File: src/rtl/multicycle_ctrl_pkg.sv
// Shared definitions for the multicycle controller: FSM state encoding,
// instruction opcode/funct constants, ALU operation codes and datapath mux
// select encodings.
package multicycle_ctrl_pkg;

   // Controller states; the encoding is exported on state_o for debug.
   typedef enum logic [3:0] {
      ST_FETCH  = 4'd0,
      ST_DECODE = 4'd1,
      ST_MEMADR = 4'd2,
      ST_MEMRD  = 4'd3,
      ST_MEMWB  = 4'd4,
      ST_MEMWR  = 4'd5,
      ST_RTEXE  = 4'd6,
      ST_RTWB   = 4'd7,
      ST_IEXE   = 4'd8,
      ST_IWB    = 4'd9,
      ST_BEQ    = 4'd10,
      ST_JUMP   = 4'd11,
      ST_JAL    = 4'd12,
      ST_JR     = 4'd13,
      ST_ERR    = 4'd14
   } state_t;

   // Instruction opcodes (IR[31:26]) and the one funct value of interest.
   localparam logic [5:0] OP_RTYPE = 6'b000000;
   localparam logic [5:0] OP_LW    = 6'b100011;
   localparam logic [5:0] OP_SW    = 6'b101011;
   localparam logic [5:0] OP_BEQ   = 6'b000100;
   localparam logic [5:0] OP_ADDI  = 6'b001000;
   localparam logic [5:0] OP_SLTI  = 6'b001010;
   localparam logic [5:0] OP_J     = 6'b000010;
   localparam logic [5:0] OP_JAL   = 6'b000011;
   localparam logic [5:0] FN_JR    = 6'b001000;

   // ALU operation requested from the ALU decoder.
   localparam logic [1:0] ALU_ADD   = 2'd0;
   localparam logic [1:0] ALU_SUB   = 2'd1;
   localparam logic [1:0] ALU_FUNCT = 2'd2;
   localparam logic [1:0] ALU_SLT   = 2'd3;

   // Register-file write address select.
   localparam logic [1:0] RD_RT  = 2'd0;
   localparam logic [1:0] RD_RD  = 2'd1;
   localparam logic [1:0] RD_R31 = 2'd2;

   // Register-file write data select.
   localparam logic [1:0] WB_ALU = 2'd0;
   localparam logic [1:0] WB_MEM = 2'd1;
   localparam logic [1:0] WB_PC  = 2'd2;

   // ALU B operand select.
   localparam logic [1:0] SB_REG    = 2'd0;
   localparam logic [1:0] SB_FOUR   = 2'd1;
   localparam logic [1:0] SB_IMM    = 2'd2;
   localparam logic [1:0] SB_BRANCH = 2'd3;

   // Next-PC source select.
   localparam logic [1:0] PC_ALU    = 2'd0;
   localparam logic [1:0] PC_ALUOUT = 2'd1;
   localparam logic [1:0] PC_JUMP   = 2'd2;
   localparam logic [1:0] PC_REG    = 2'd3;

   // States that wait on the memory handshake and are guarded by the timer.
   function automatic logic is_mem_state(input state_t s);
      return (s == ST_FETCH) || (s == ST_MEMRD) || (s == ST_MEMWR);
   endfunction

endpackage

File: src/rtl/multicycle_ctrl_wait_timer.sv
// mc_wait_timer: counts cycles spent waiting on mem_ready in a memory state
// and flags a timeout once MEM_TIMEOUT waiting cycles would have elapsed.
// The cycle in which mem_ready arrives never times out.
module mc_wait_timer #(
   parameter int unsigned MEM_TIMEOUT = 15
) (
   input  logic clk,
   input  logic rst,
   input  logic clr_i,
   input  logic active_i,
   input  logic ready_i,
   output logic timeout_o
);

   // Count value seen during the last permitted waiting cycle.
   localparam logic [7:0] LAST_WAIT = 8'(MEM_TIMEOUT - 32'd1);

   logic [7:0] cnt_q;
   logic [7:0] cnt_d;

   // Next count: restart on every state change, advance on each unanswered cycle.
   always_comb begin
      if (clr_i) begin
         cnt_d = 8'd0;
      end else if (active_i && !ready_i) begin
         cnt_d = cnt_q + 8'd1;
      end else begin
         cnt_d = cnt_q;
      end
   end

   // Wait counter register.
   always_ff @(posedge clk or negedge rst) begin
      if (!rst) begin
         cnt_q <= 8'd0;
      end else begin
         cnt_q <= cnt_d;
      end
   end

   assign timeout_o = active_i && !ready_i && (cnt_q == LAST_WAIT);

endmodule

File: src/rtl/multicycle_ctrl.sv
// multicycle_ctrl: Moore controller for a shared-memory multicycle MIPS-like
// datapath. Optional performance counters are built when the macro
// MULTICYCLE_CTRL_PERF_EN is defined; otherwise instr_cnt/cycle_cnt are 0.
module multicycle_ctrl
   import multicycle_ctrl_pkg::*;
#(
   parameter int unsigned MEM_TIMEOUT = 15
) (
   input  logic        clk,
   input  logic        rst,
   input  logic [5:0]  opcode,
   input  logic [5:0]  funct,
   input  logic        zero,
   input  logic        mem_ready,
   output logic        pc_en,
   output logic        iord,
   output logic        mem_read,
   output logic        mem_write,
   output logic        ir_write,
   output logic        reg_write,
   output logic        alu_src_a,
   output logic [1:0]  reg_dst,
   output logic [1:0]  mem_to_reg,
   output logic [1:0]  alu_src_b,
   output logic [1:0]  alu_op,
   output logic [1:0]  pc_src,
   output logic        instr_done,
   output logic        bus_err,
   output logic        illegal,
   output logic [3:0]  state_o,
   output logic [31:0] instr_cnt,
   output logic [31:0] cycle_cnt
);

   state_t state_q, state_d;
   logic   bus_err_q, illegal_q;
   logic   set_bus_err_s, set_illegal_s;
   logic   timeout_s, timer_clr_s, timer_active_s;

   assign timer_active_s = is_mem_state(state_q);
   assign timer_clr_s    = (state_d != state_q);

   mc_wait_timer #(.MEM_TIMEOUT(MEM_TIMEOUT)) u_wait_timer (
      .clk       (clk),
      .rst       (rst),
      .clr_i     (timer_clr_s),
      .active_i  (timer_active_s),
      .ready_i   (mem_ready),
      .timeout_o (timeout_s)
   );

   // Next-state selection and error-flag set conditions.
   always_comb begin
      state_d       = state_q;
      set_bus_err_s = 1'b0;
      set_illegal_s = 1'b0;
      case (state_q)
         ST_FETCH, ST_MEMRD, ST_MEMWR: begin
            if (mem_ready) begin
               if (state_q == ST_FETCH)      state_d = ST_DECODE;
               else if (state_q == ST_MEMRD) state_d = ST_MEMWB;
               else                          state_d = ST_FETCH;
            end else if (timeout_s) begin
               state_d       = ST_ERR;
               set_bus_err_s = 1'b1;
            end else begin
               state_d = state_q;
            end
         end
         ST_DECODE: begin
            case (opcode)
               OP_RTYPE: begin
                  if (funct == FN_JR) state_d = ST_JR;
                  else                state_d = ST_RTEXE;
               end
               OP_LW, OP_SW:     state_d = ST_MEMADR;
               OP_BEQ:           state_d = ST_BEQ;
               OP_ADDI, OP_SLTI: state_d = ST_IEXE;
               OP_J:             state_d = ST_JUMP;
               OP_JAL:           state_d = ST_JAL;
               default: begin
                  state_d       = ST_ERR;
                  set_illegal_s = 1'b1;
               end
            endcase
         end
         ST_MEMADR: begin
            if (opcode == OP_SW) state_d = ST_MEMWR;
            else                 state_d = ST_MEMRD;
         end
         ST_RTEXE: state_d = ST_RTWB;
         ST_IEXE:  state_d = ST_IWB;
         ST_MEMWB, ST_RTWB, ST_IWB, ST_BEQ, ST_JUMP, ST_JAL, ST_JR: state_d = ST_FETCH;
         ST_ERR:   state_d = ST_ERR;
         default:  state_d = ST_ERR;
      endcase
   end

   // State register with sticky error flags; only reset clears them.
   always_ff @(posedge clk or negedge rst) begin
      if (!rst) begin
         state_q   <= ST_FETCH;
         bus_err_q <= 1'b0;
         illegal_q <= 1'b0;
      end else begin
         state_q   <= state_d;
         bus_err_q <= bus_err_q | set_bus_err_s;
         illegal_q <= illegal_q | set_illegal_s;
      end
   end

   // Datapath strobes and selects per state; held at zero while rst is low.
   always_comb begin
      pc_en      = 1'b0;
      iord       = 1'b0;
      mem_read   = 1'b0;
      mem_write  = 1'b0;
      ir_write   = 1'b0;
      reg_write  = 1'b0;
      alu_src_a  = 1'b0;
      reg_dst    = RD_RT;
      mem_to_reg = WB_ALU;
      alu_src_b  = SB_REG;
      alu_op     = ALU_ADD;
      pc_src     = PC_ALU;
      instr_done = 1'b0;
      if (rst) begin
         case (state_q)
            ST_FETCH: begin
               mem_read = 1'b1;
               if (mem_ready) begin
                  ir_write  = 1'b1;
                  pc_en     = 1'b1;
                  alu_src_b = SB_FOUR;
               end else begin
                  ir_write = 1'b0;
               end
            end
            ST_DECODE: alu_src_b = SB_BRANCH;
            ST_MEMADR: begin
               alu_src_a = 1'b1;
               alu_src_b = SB_IMM;
            end
            ST_MEMRD: begin
               mem_read = 1'b1;
               iord     = 1'b1;
            end
            ST_MEMWB: begin
               reg_write  = 1'b1;
               mem_to_reg = WB_MEM;
               reg_dst    = RD_RT;
               instr_done = 1'b1;
            end
            ST_MEMWR: begin
               mem_write = 1'b1;
               iord      = 1'b1;
               if (mem_ready) instr_done = 1'b1;
               else           instr_done = 1'b0;
            end
            ST_RTEXE: begin
               alu_src_a = 1'b1;
               alu_op    = ALU_FUNCT;
            end
            ST_RTWB: begin
               reg_write  = 1'b1;
               reg_dst    = RD_RD;
               instr_done = 1'b1;
            end
            ST_IEXE: begin
               alu_src_a = 1'b1;
               alu_src_b = SB_IMM;
               if (opcode == OP_SLTI) alu_op = ALU_SLT;
               else                   alu_op = ALU_ADD;
            end
            ST_IWB: begin
               reg_write  = 1'b1;
               reg_dst    = RD_RT;
               instr_done = 1'b1;
            end
            ST_BEQ: begin
               alu_src_a  = 1'b1;
               alu_op     = ALU_SUB;
               pc_src     = PC_ALUOUT;
               pc_en      = zero;
               instr_done = 1'b1;
            end
            ST_JUMP: begin
               pc_src     = PC_JUMP;
               pc_en      = 1'b1;
               instr_done = 1'b1;
            end
            ST_JAL: begin
               pc_src     = PC_JUMP;
               pc_en      = 1'b1;
               reg_write  = 1'b1;
               reg_dst    = RD_R31;
               mem_to_reg = WB_PC;
               instr_done = 1'b1;
            end
            ST_JR: begin
               pc_src     = PC_REG;
               pc_en      = 1'b1;
               instr_done = 1'b1;
            end
            default: begin
            end
         endcase
      end else begin
         instr_done = 1'b0;
      end
   end

   assign bus_err = bus_err_q;
   assign illegal = illegal_q;
   assign state_o = state_q;

`ifdef MULTICYCLE_CTRL_PERF_EN
   logic [31:0] instr_cnt_q, cycle_cnt_q;

   // Free-running cycle counter and retired-instruction counter, both wrapping.
   always_ff @(posedge clk or negedge rst) begin
      if (!rst) begin
         instr_cnt_q <= 32'd0;
         cycle_cnt_q <= 32'd0;
      end else begin
         cycle_cnt_q <= cycle_cnt_q + 32'd1;
         if (instr_done) instr_cnt_q <= instr_cnt_q + 32'd1;
         else            instr_cnt_q <= instr_cnt_q;
      end
   end

   assign instr_cnt = instr_cnt_q;
   assign cycle_cnt = cycle_cnt_q;
`else
   assign instr_cnt = 32'd0;
   assign cycle_cnt = 32'd0;
`endif

endmodule

File: config.mk
export PLATFORM = sky130hd
export DESIGN_NAME = multicycle_ctrl
export DESIGN_NICKNAME = d
export VERILOG_FILES = /design/src/rtl/multicycle_ctrl_pkg.sv /design/src/rtl/multicycle_ctrl_wait_timer.sv /design/src/rtl/multicycle_ctrl.sv
export SDC_FILE = /design/constraint.sdc
export NUM_CORES = 1
export LEC_CHECK = 0
export CAP_MARGIN = 30
export CORE_MARGIN = 3
export CORE_UTILIZATION = 45
export CTS_CLUSTER_DIAMETER = 200
export DETAILED_ROUTE_END_ITERATION = 8
export DONT_BUFFER_PORTS = 1
export GPL_TIMING_DRIVEN = 0
export HOLD_SLACK_MARGIN = 0.06
export SLEW_MARGIN = 5
export SYNTH_ARGS = -nofsm -noshare
export SYNTH_HDL_FRONTEND = slang
export SYNTH_SLANG_ARGS = --single-unit
File: constraint.sdc
create_clock -name clk -period 2.9 [get_ports clk]
set_clock_uncertainty 0.1 [all_clocks]
set_input_delay 0.435 -clock clk [delete_from_list [all_inputs] [get_ports clk]]
set_output_delay 0.435 -clock clk [all_outputs]
set_load 0.02 [all_outputs]
# ---- Yosys cells after proc, flatten, opt, wreduce, memory -nomap -nowiden
# Index checks and enable logic that the tools add are counted.
dict set report op_classes {
  n_addsub 1
  n_eq_ne 23
  n_mux 44
  bitwise 2
  n_reduce_logical 20
}
# operator n
set op_table {}
lappend op_table {{case mux 4 bit (6 select lines)} 2}
lappend op_table {{== test 4 bit, second input constant} 6}
lappend op_table {{two-way mux 1 bit} 21}
lappend op_table {{== test 6 x 4 -> 1 bit, second input constant} 3}
lappend op_table {{case mux 2 bit (3 select lines)} 3}
lappend op_table {{== test 4 x 3 -> 1 bit, second input constant} 4}
lappend op_table {{two-way mux 8 bit} 2}
lappend op_table {{== test 6 x 2 -> 1 bit, second input constant} 2}
lappend op_table {{== test 6 bit, second input constant} 2}
lappend op_table {{two-way mux 2 bit} 6}
lappend op_table {{two-way mux 4 bit} 3}
lappend op_table {{OR reduction 2 bit} 6}
lappend op_table {{two-way mux 3 bit} 3}
lappend op_table {{adder 8 x 1 -> 8 bit, second input constant} 1}
lappend op_table {{== test 4 x 2 -> 1 bit, second input constant} 2}
lappend op_table {{== test 8 x 4 -> 1 bit, second input constant} 1}
lappend op_table {{case mux 2 bit (2 select lines)} 2}
lappend op_table {{OR reduction 4 bit} 2}
lappend op_table {{OR reduction 8 bit} 1}
lappend op_table {{OR reduction 7 bit} 1}
lappend op_table {{== test 6 x 3 -> 1 bit, second input constant} 1}
lappend op_table {{zero test 6 bit} 1}
lappend op_table {{OR reduction 3 bit} 2}
lappend op_table {{== test 4 x 1 -> 1 bit, second input constant} 1}
lappend op_table {{other kinds (9)} 12}
dict set report totals {
  ff_bits 14
  input_bits 16
}

# ---- Logic depth before layout (Yosys ltp)
# Gate-level depths: netlist of run 1.
dict set report logic_depth {
  depth_word 10
  depth_mapped 8
  depth_no_buf 7
}

# ---- By module
# A second synthesis of run 1 with hierarchy kept.
dict set report unflattened {
  cells_unflattened 256
  area_unflattened_um2 1941.9
}
# mod instances cells_each area_per_inst_um2
set modules_own_cells {}
lappend modules_own_cells {multicycle_ctrl 1 212 1506.4}
lappend modules_own_cells {mc_wait_timer 1 44 435.4}

# ---- Worst setup path before layout of run 1
# No wires, ideal clock.
dict set report synth_path {
  path_type {input-to-output}
  startpoint {input opcode[0]}
  endpoint {output alu_op[0]}
  t_arrival_ns 1.714
  slack_ns 0.651
  cell_stages 4
  n_path_buf 0
  cell_sequence {or3_1 nor3_1 nor2_1 nor4_1}
}
dict set report synth_between {
  elab_chain_cells 4
}
# element line_no
set synth_rtl {}
lappend synth_rtl {{from (decl)} multicycle_ctrl.sv:11} ;# input logic [5:0] opcode,
lappend synth_rtl {{== test 6 x 4 -> 1 bit} multicycle_ctrl.sv:172} ;# if (opcode == OP_SLTI) alu_op = ALU_SLT;
lappend synth_rtl {{two-way mux 2 bit} multicycle_ctrl.sv:172}
lappend synth_rtl {{case mux 2 bit (3 select lines)} multicycle_ctrl.sv:128} ;# case (state_q)
lappend synth_rtl {{two-way mux 2 bit} multicycle_ctrl.sv:127} ;# if (rst) begin
lappend synth_rtl {{to (decl)} multicycle_ctrl.sv:25} ;# output logic [1:0] alu_op,
# Every way passes these cells.

# ---- Worst setup path in the final report of run 1
dict set report layout_path {
  startpoint {register state_q[2] (netlist: state_o[2])}
  endpoint {output pc_en}
}
dict set report layout_between {
  elab_chain_cells 4
  word_cells_on_any_way 8
  classes_between {eq/ne: 4; mux: 2; reduce/logical: 2}
}
# element line_no
set layout_rtl {}
lappend layout_rtl {{from (decl)} multicycle_ctrl.sv:35} ;# state_t state_q, state_d;
lappend layout_rtl {{from (signal assigned)} multicycle_ctrl.sv:106} ;# state_q <= state_d;
lappend layout_rtl {{== test 4 bit} multicycle_ctrl.sv:128}
lappend layout_rtl {{OR reduction 3 bit (no source line)} --}
lappend layout_rtl {{case mux 1 bit (3 select lines) *} multicycle_ctrl.sv:128}
lappend layout_rtl {{two-way mux 1 bit *} multicycle_ctrl.sv:127}
lappend layout_rtl {{to (decl)} multicycle_ctrl.sv:15} ;# output logic pc_en,
# Mark *: on every way between the ends. The rest lies on a longest branch, timed or not.

==> impl_metrics.csv, run 1 <==
group,metric,value,unit
outcome,outcome,"finished clean",
yosys,synth-seq-area-share,0.1802,
clock_tree,htreeDepth,1,
global_routing,grtUsageTotal,0.1639,
floorplan,coreArea,4086,µm²
setup_path,cp.required,2.37,ns
global_routing,grt_pass1_wl,6941,µm
timing,fin_setup_tns,0,ns
power,power.total,1.537,mW
timing,slew_violations,0,
yosys,avgSynthCellArea,7.536,µm²
setup_path,critPathArrivalTime,2.23,ns
layout,final-instance-count-excl-fill,376,
yosys,synth_seq_cells,14,
timing,setup_viol,0,
timing,post-route-min-period,2.765,ns
layout,synthToLayoutAreaGrowth,18.98,%
timing,fin_crit_sh,0.9535,
timing,holdWs,0.4067,ns
flow_run,cap_violations,0,
clock_tree,path_clk_slew,0.06,ns
layout,final_common_cell,"buf_4",
clock_tree,cts.sinks,14,
setup_path,startpoint,"state_o[2]$_DFF_PN0_",
drt,drt_first_iter_violations,105,
yosys,yosys_warnings,0,
power,power_density,664.4,nW/µm²
placed_design,placed_cells,371,
setup_path,rr_worst_depth,7,
floorplan,rows,23,
drt,routed_via_density,4.654,
global_routing,grt_pass1_vias,1459,
clock_tree,post_cts_buffers,0,
drt,drc,0,
drt,drt-wirelength-per-cell,11.47,µm
setup_path,startpoint_type,"flop",
power,ir_worst_vdd,0.0002559,V
setup_path,worstReg2RegStart,"state_o[1]$_DFF_PN0_",
timing,slew_headroom,0.3914,
clock_tree,cts_tree,"yes",
global_routing,grt_max_degree,15,
yosys,yosys_most_used_dff,"dfrtp_1",
power,p_leak,1.148,nW
layout,nNetsFinal,345,
drt,vias,1750,
placed_design,hpwlAfterDp,3490,µm
floorplan,die_area,5145,µm²
floorplan,start_util,0.4758,
clock_tree,insertion_delay,0.24,ns
placed_design,gp_congestion,0.8705,
clock_tree,cts_made_buffers,3,
yosys,netlist_area,1944,µm²
hold_path,hold_end,"state_o[2]$_DFF_PN0_",
global_routing,overflow,0,
timing,finalHoldViolations,0,
floorplan,io_pins,104,
clock_tree,clockBufferDepth,2,
drt,wl,4311,µm
setup_path,r2r_end,"u_wait_timer.cnt_q[1]$_DFFE_PN0P_",
timing,tightest_slew,0.9046,ns
setup_path,critPathMaxFanout,10,
setup_path,r2r_setup_slack,0.61,ns
placed_design,numPortBuffers,0,
yosys,synthCells,258,
global_routing,antenna_found_initial,0,
timing,rsz0062_at_grt,"no",
hold_path,min_from,"opcode[2]",
yosys,synth_edf_count,0,
clock_tree,cts_root_buf,"clkbuf_8",
yosys,synth.distinct_cells,56,
layout,diodes,0,
setup_path,cp-end-kind,"primary output",
setup_path,crit_type,"flop to primary output",
timing,max_freq,0.3616,GHz
drt,first_pass_iters,7,
layout,layout-drive-gt1-share,0.3067,
floorplan,die_w,71.73,µm
layout,most-common-layout-cells,"66 x buf_4, 64 x conb_1, 27 x nor2_1, 17 x nand2_1, 14 x dfrtp_1",
drt,drtAntennaViolNets,0,
yosys,async_reset_ff_frac,1.000,
floorplan,die_h,71.73,µm
hold_path,min_path_cells,3,
layout,nFillCells,404,
hold_path,hold_class,"primary input to flop",
==> how the worst max path moves through the flow <==
stage,slack (ns),endpoint,cells after the start
floorplan,0.65,alu_op[0],4
global placement,0.38,reg_write,4
finish,0.13,pc_en,6
global route,0.01,pc_en,6
detailed placement,0.35,reg_write,4
CTS,0.08,reg_write,4
==> layer usage <==
metal / GRT usage / vias to the layer above / wire length [µm]
met5: 0 / - / 0
li1: - / 913 / -
met2: 0.2612 / 101 / 1903
met1: 0.2213 / 731 / 1815
met3: 0.05330 / 5 / 568
met4: 0.02505 / 0 / 23
==> cells by family (layout without fill, tap and decap cells) <==
logic type,count (synthesis),in the layout,share of synthesized area
AND/OR/NAND/NOR,102,102,0.2851
buffers and inverters,84,89,0.2934
AO/OA/AOI/OAI,46,46,0.1821
flip-flops,14,14,0.1802
XOR/XNOR,9,9,0.04440
adder cells (fa/ha/maj),2,2,0.01287
other,1,64,0.001929
==> power by group <==
group          internal (mW)  switching, mW  total, mW  leakage, nW
Combinational          0.364          0.674       1.04        0.934
Clock                  0.120         0.0675      0.188       0.0288
Sequential             0.225         0.0865      0.311        0.185
Total                  0.709          0.828       1.54         1.15
==> cell type report <==
type                            instances  area, µm²  share of cell area
Sequential cell                        14      350.3              0.1514
Inverter                                8      30.03             0.01298
Timing Repair Buffer                    1      10.01            0.004327
Tap cell                               50      62.56             0.02704
Buffer                                 76      540.5              0.2336
Multi-Input combinational cell        223       1265              0.5468
Clock buffer                            4      55.05             0.02380
==> Yosys cell counts, types with 3 or more instances <==
cell | number | share of area
buf_4 | 66 | 0.25
o21ai_0 | 5 | 0.013
or3_1 | 4 | 0.013
a31oi_1 | 3 | 0.0097
o211ai_1 | 6 | 0.023
xnor2_1 | 4 | 0.018
buf_2 | 6 | 0.015
nand2_1 | 17 | 0.033
nand2b_1 | 5 | 0.016
dfrtp_1 | 14 | 0.18
nand4_1 | 3 | 0.0097
a211oi_1 | 4 | 0.015
nor4_1 | 3 | 0.0097
nand3_1 | 7 | 0.018
inv_1 | 8 | 0.015
nor3_1 | 13 | 0.033
nor2_1 | 27 | 0.052
clkbuf_1 | 4 | 0.0077
a21oi_1 | 8 | 0.021
or2_2 | 5 | 0.016
xor2_1 | 4 | 0.018
==> per-stage QoR <==
step                worst slack (ns)  cell area (µm²)  utilization
floorplan                     0.6512             2181            -
global placement              0.3760             2243       0.5490
detailed placement            0.3499             2243       0.5490
CTS                          0.07785             2308       0.5649
global route                 0.01046             2313       0.5661
finish                        0.1347             2313       0.5661
==> critical path, cell delays in order (launching register included) <==
cell	delay [ns]
dfrtp_1	0.66
buf_4	0.27
buf_2	0.25
nand2_1	0.13
nand2_1	0.08
nand2_1	0.04
a21boi_0	0.55
==> registers in the layout, summed over array words and instances (netlist names) <==
signal              count
u_wait_timer.cnt_q      8
state_o                 4
bus_err                 1
illegal                 1
==> what timing repair did <==
action / 4_1_cts / 5_1_grt
hold buffers: 1 / 0
resized for setup: 0 / 1
setup endpoints to repair: 0 / 1
hold endpoints to repair: 14 / 0
Note: power is estimated with default switching activity, not from simulation.
==> inputs of run 2 (changes only) <==
Settings changed: CTS_CLUSTER_SIZE set to 20, PLACE_DENSITY_LB_ADDON set to 0.12.
==> run 2 against run 1 <==
- first-iteration DRC count shrank 3.8%
- sequential share of layout area unchanged
- wire length up 2.9%
- sequential power about the same
- utilization is the same
- worst setup slack better by 0.030 ns
==> impl_metrics.csv, run 2 (same netlist as run 1, synthesis figures left out) <==
group,metric,value,unit
timing,slew_violations,0,
timing,fin_crit_sh,0.9433,
layout,final_common_cell,"buf_4",
setup_path,r2r_end,"u_wait_timer.cnt_q[0]$_DFFE_PN0P_",
drt,drtAntennaViolNets,0,
timing,setup_viol,0,
power,power_frac_clock,0.127,
setup_path,crit_slowest_cell,"a211oi_1",
timing,slew_headroom,0.3929,
layout,largest_register,"u_wait_timer.cnt_q",
clock_tree,clockBufferDepth,2,
setup_path,path_buf_inv,2,
outcome,outcome,"finished clean",
global_routing,overflow,0,
power,seqPwrFrac,0.202,
layout,diodes,0,
timing,holdWs,0.3660,ns
clock_tree,cts_tree,"yes",
clock_tree,insertion_delay,0.25,ns
layout,synthToLayoutAreaGrowth,18.98,%
setup_path,cp-end-kind,"primary output",
floorplan,start_util,0.4758,
global_routing,grt_pass1_vias,1437,
drt,wl,4436,µm
layout,nNetsFinal,345,
hold_path,min_from,"opcode[4]",
drt,drt_first_iter_violations,101,
drt,drt-wirelength-per-cell,11.80,µm
power,switching_power,0.8417,mW
floorplan,die_h,71.73,µm
timing,max_freq,0.3656,GHz
global_routing,grt_pass1_wl,6789,µm
clock_tree,cts.sinks,14,
setup_path,crit_chain,"buf_2, clkbuf_1, nor2_1, a211oi_1",
timing,finalHoldViolations,0,
drt,routed_via_density,4.689,
placed_design,hpwlAfterDp,3420,µm
layout,layout-drive-gt1-share,0.3067,
setup_path,worstReg2RegStart,"state_o[1]$_DFF_PN0_",
clock_tree,htreeDepth,1,
power,ir_worst_vdd,0.0002906,V
global_routing,grt_max_degree,15,
timing,rsz0062_at_grt,"no",
drt,vias,1763,
setup_path,startpoint_type,"flop",
clock_tree,post_cts_buffers,0,
timing,tightest_slew,0.9023,ns
placed_design,numPortBuffers,0,
power,p_sw_frac,0.5427,
setup_path,critPathMaxFanout,10,
setup_path,crit_type,"flop to primary output",
timing,post-route-min-period,2.736,ns
drt,drc,0,
placed_design,gp_congestion,0.8687,
power,power_density,670.4,nW/µm²
layout,most-common-layout-cells,"66 x buf_4, 64 x conb_1, 27 x nor2_1, 17 x nand2_1, 14 x dfrtp_1",
layout,fin_area,2313,µm²
power,intPower,0.7092,mW
layout,largest_reg_flops,8,
setup_path,r2r_setup_slack,0.60,ns
floorplan,coreArea,4086,µm²
floorplan,io_pins,104,
power,power.total,1.551,mW
hold_path,min_path_cells,3,
setup_path,critPathArrivalTime,2.20,ns
setup_path,cp_top_family,"buffers and inverters",
global_routing,antenna_found_initial,0,
power,p_leak,1.148,nW
setup_path,crit_path_max_incr_delay,0.58,ns
floorplan,rows,23,
hold_path,hold_end,"state_o[3]$_DFF_PN0_",
global_routing,grtUsageTotal,0.1585,
timing,fin_setup_tns,0,ns
clock_tree,cts_root_buf,"clkbuf_8",
floorplan,die_area,5145,µm²
floorplan,die_w,71.73,µm
setup_path,rr_worst_depth,7,
flow_run,cap_violations,0,
power,pwr-share-comb,0.671,
hold_path,hold_class,"primary input to flop",
drt,first_pass_iters,4,
clock_tree,cts_made_buffers,3,
placed_design,placed_area,2243,µm²
setup_path,cp.required,2.37,ns
clock_tree,path_clk_slew,0.06,ns
-- run 2: cell counts in the layout (fill, tap and decap cells not counted) --
Identical to the previous run, type by type.
-- run 2: how the worst max path moves through the flow --
stage / start / endpoint / slack [ns] / depth (start not counted)
global route: state_o[3]$_DFF_PN0_ / alu_src_a / 0.07 / 4
finish: state_o[3]$_DFF_PN0_ / alu_src_a / 0.16 / 4
global placement: state_o[3]$_DFF_PN0_ / reg_write / 0.38 / 4
floorplan: opcode[0] / alu_op[0] / 0.65 / 4
CTS: state_o[3]$_DFF_PN0_ / reg_write / 0.1 / 4
detailed placement: state_o[3]$_DFF_PN0_ / reg_write / 0.36 / 4
-- run 2: metrics by stage --
stage          utilization  setup WS [ns]  std cells
2_1_floorplan            -         0.6512        321
4_1_cts             0.5649        0.09521        376
3_5_place_dp        0.5490         0.3614        371
3_3_place_gp        0.5490         0.3803        371
5_1_grt             0.5661        0.06987        376
6_report            0.5661         0.1645        376
-- run 2: layout make-up --
cell class	instances	area (µm²)
fill	405	1773
multi-input combinational	223	1265
buffer	76	540.5
sequential	14	350.3
tap	50	62.56
clock buffer	4	55.05
inverter	8	30.03
timing repair buffer	1	10.01
-- run 2: timing repair --
| item | in CTS | in global routing |
|---|---|---|
| resized for setup | 0 | 2 |
| setup endpoints to repair | 0 | 1 |
| hold buffers | 1 | 0 |
| hold endpoints to repair | 14 | 0 |
-- run 2: tightest hold or removal path, cell delays in order --
cell and delay (ns):
nor2_1 0.07, a31oi_1 0.12, nand2_1 0.06
-- run 2: power groups by stage --
stage | Combinational (mW) | Clock (mW) | Sequential (mW)
5_1_grt | 1.14 | 0.202 | 0.322
3_5_place_dp | 1.02 | 0 | 0.317
2_1_floorplan | 0.871 | 0 | 0.300
4_1_cts | 1.03 | 0.199 | 0.314
3_3_place_gp | 1.03 | 0 | 0.316
6_report | 1.04 | 0.197 | 0.313
-- run 2: routing by layer --
metal,global-route usage,vias up,share of wire
li1,-,895,-
met4,0.03132,0,0.0070
met2,0.2571,90,0.44
met3,0.03086,5,0.11
met1,0.2196,773,0.44
met5,0,-,0
==> inputs of run 3 (changes only) <==
Settings changed: RECOVER_POWER set to 50.
==> run 3 against run 2 <==
- largest power group unchanged
- sequential share of layout area increased by 0.082 points
- cell area decreased by 0.54%
- combinational power about the same
- utilization decreased by 0.31 points
- final cell count unchanged
- clock power about the same
- flip-flop and latch count unchanged
- worst setup slack improved by 0.0016 ns
- highest routed layer unchanged
- die area unchanged
- sequential power decreased by 2%
==> impl_metrics.csv, run 3 (same netlist as run 1, synthesis figures left out) <==
group,metric,value,unit
outcome,outcome,"finished clean",
floorplan,coreArea,4086,µm²
layout,synthToLayoutAreaGrowth,18.34,%
timing,setup_slack,0.1661,ns
setup_path,critPathMaxFanout,10,
floorplan,start_util,0.4758,
floorplan,die_area,5145,µm²
timing,rsz0062_at_grt,"no",
placed_design,hpwlAfterDp,3420,µm
floorplan,rows,23,
placed_design,gp_congestion,0.8687,
drt,drtAntennaViolNets,0,
drt,wl,4433,µm
clock_tree,clockBufferDepth,2,
setup_path,critPathArrivalTime,2.20,ns
drt,drt-wirelength-per-cell,11.79,µm
placed_design,placed_area,2243,µm²
power,power.total,1.533,mW
layout,most-common-layout-cells,"66 x buf_4, 64 x conb_1, 27 x nor2_1, 17 x nand2_1",
drt,drt_first_iter_violations,126,
layout,largest_register,"u_wait_timer.cnt_q",
drt,drc,0,
clock_tree,path_clk_slew,0.06,ns
clock_tree,htreeDepth,1,
clock_tree,cts_root_buf,"clkbuf_8",
clock_tree,post_cts_buffers,0,
placed_design,place_ws,0.3614,ns
flow_run,cap_violations,0,
floorplan,die_h,71.73,µm
timing,slew_headroom,0.3926,
timing,fin_setup_tns,0,ns
global_routing,antenna_found_initial,0,
layout,final_common_cell,"buf_4",
drt,first_pass_iters,4,
setup_path,cp-end-kind,"primary output",
drt,vias,1756,
layout,regArea,350.3,µm²
timing,max_freq,0.3658,GHz
timing,setup_viol,0,
clock_tree,insertion_delay,0.25,ns
global_routing,overflow,0,
timing,fin_crit_sh,0.9427,
layout,multi_input_area,1252,µm²
power,ir_worst_vdd,0.0002873,V
floorplan,io_pins,104,
timing,slew_violations,0,
layout,nFillCells,407,
clock_tree,cts.sinks,14,
power,p_leak,1.143,nW
floorplan,die_w,71.73,µm
setup_path,startpoint_type,"flop",
layout,layout-drive-gt1-share,0.3006,
layout,nNetsFinal,345,
timing,tightest_slew,0.9028,ns
global_routing,grt_pass1_vias,1437,
layout,largest_reg_flops,8,
global_routing,grt_max_degree,15,
layout,fin_area,2301,µm²
setup_path,cp.required,2.37,ns
drt,routed_via_density,4.670,
timing,finalHoldViolations,0,
placed_design,numPortBuffers,0,
clock_tree,cts_made_buffers,3,
power,power_density,666.1,nW/µm²
setup_path,crit_type,"flop to primary output",
global_routing,grtUsageTotal,0.1585,
global_routing,grt_pass1_wl,6789,µm
layout,diodes,0,
hold_path,hold_class,"primary input to flop",
timing,post-route-min-period,2.734,ns
clock_tree,cts_tree,"yes",
## run 3: changes by cell type in the layout (fill, tap and decap cells not counted)
cell      change
nand2b_4      -1
nor3_1        +1
nand2b_1      +1
nor3_2        -1
## run 3: critical path, stage by stage, from the launching register on
cell and delay, ns:
dfrtp_1 0.55, buf_2 0.30, clkbuf_1 0.40, nor2_1 0.11, a211oi_1 0.58
## run 3: final cells by class
cell class / count / area share
Buffer: 76 / 0.2349
Multi-Input combinational cell: 223 / 0.5443
Tap cell: 50 / 0.02719
Sequential cell: 14 / 0.1523
Clock buffer: 4 / 0.02393
Timing Repair Buffer: 1 / 0.004350
Inverter: 8 / 0.01305
## run 3: power breakdown
group | total [mW] | internal (mW) | switching [mW]
clock network | 0.194 | 0.120 | 0.0738
logic | 1.03 | 0.354 | 0.676
registers | 0.308 | 0.225 | 0.0830
total | 1.53 | 0.699 | 0.833
## run 3: per-stage QoR
stage                       util  hold WS (ns)  cells
after detailed placement  0.5490       0.03976    371
after floorplan                -       0.03941    321
final                     0.5631        0.3697    376
after global routing      0.5631        0.4210    376
after global placement    0.5490       0.03982    371
after CTS                 0.5649        0.3679    376
## run 3: worst paths after layout
| check | from | end | slack, ns | cells past startpoint |
|---|---|---|---|---|
| setup / recovery | state_o[3]$_DFF_PN0_ | alu_src_a | 0.17 | 4 |
| hold reg to reg | u_wait_timer.cnt_q[7]$_DFFE_PN0P_ | u_wait_timer.cnt_q[7]$_DFFE_PN0P_ | 0.46 | 2 |
| hold / removal | opcode[4] | state_o[3]$_DFF_PN0_ | 0.37 | 3 |
| max in group asynchronous | rst | state_o[2]$_DFF_PN0_ | 1.74 | 1 |
| min in group asynchronous | rst | u_wait_timer.cnt_q[5]$_DFFE_PN0P_ | 0.55 | 1 |
| setup reg to reg | state_o[1]$_DFF_PN0_ | u_wait_timer.cnt_q[0]$_DFFE_PN0P_ | 0.43 | 7 |
## run 3: routing by layer
metal  up-vias  wire [µm]  GRT usage
met5         -          0          0
met4         0         29    0.03132
met3         5        506    0.03086
met2        98       1959     0.2571
met1       753       1938     0.2196
li1        900          -          -
## run 3: repair_timing
item,in CTS,in global routing
resized for setup,0,2
hold buffers,1,0
hold endpoints to repair,14,0
setup endpoints to repair,0,1
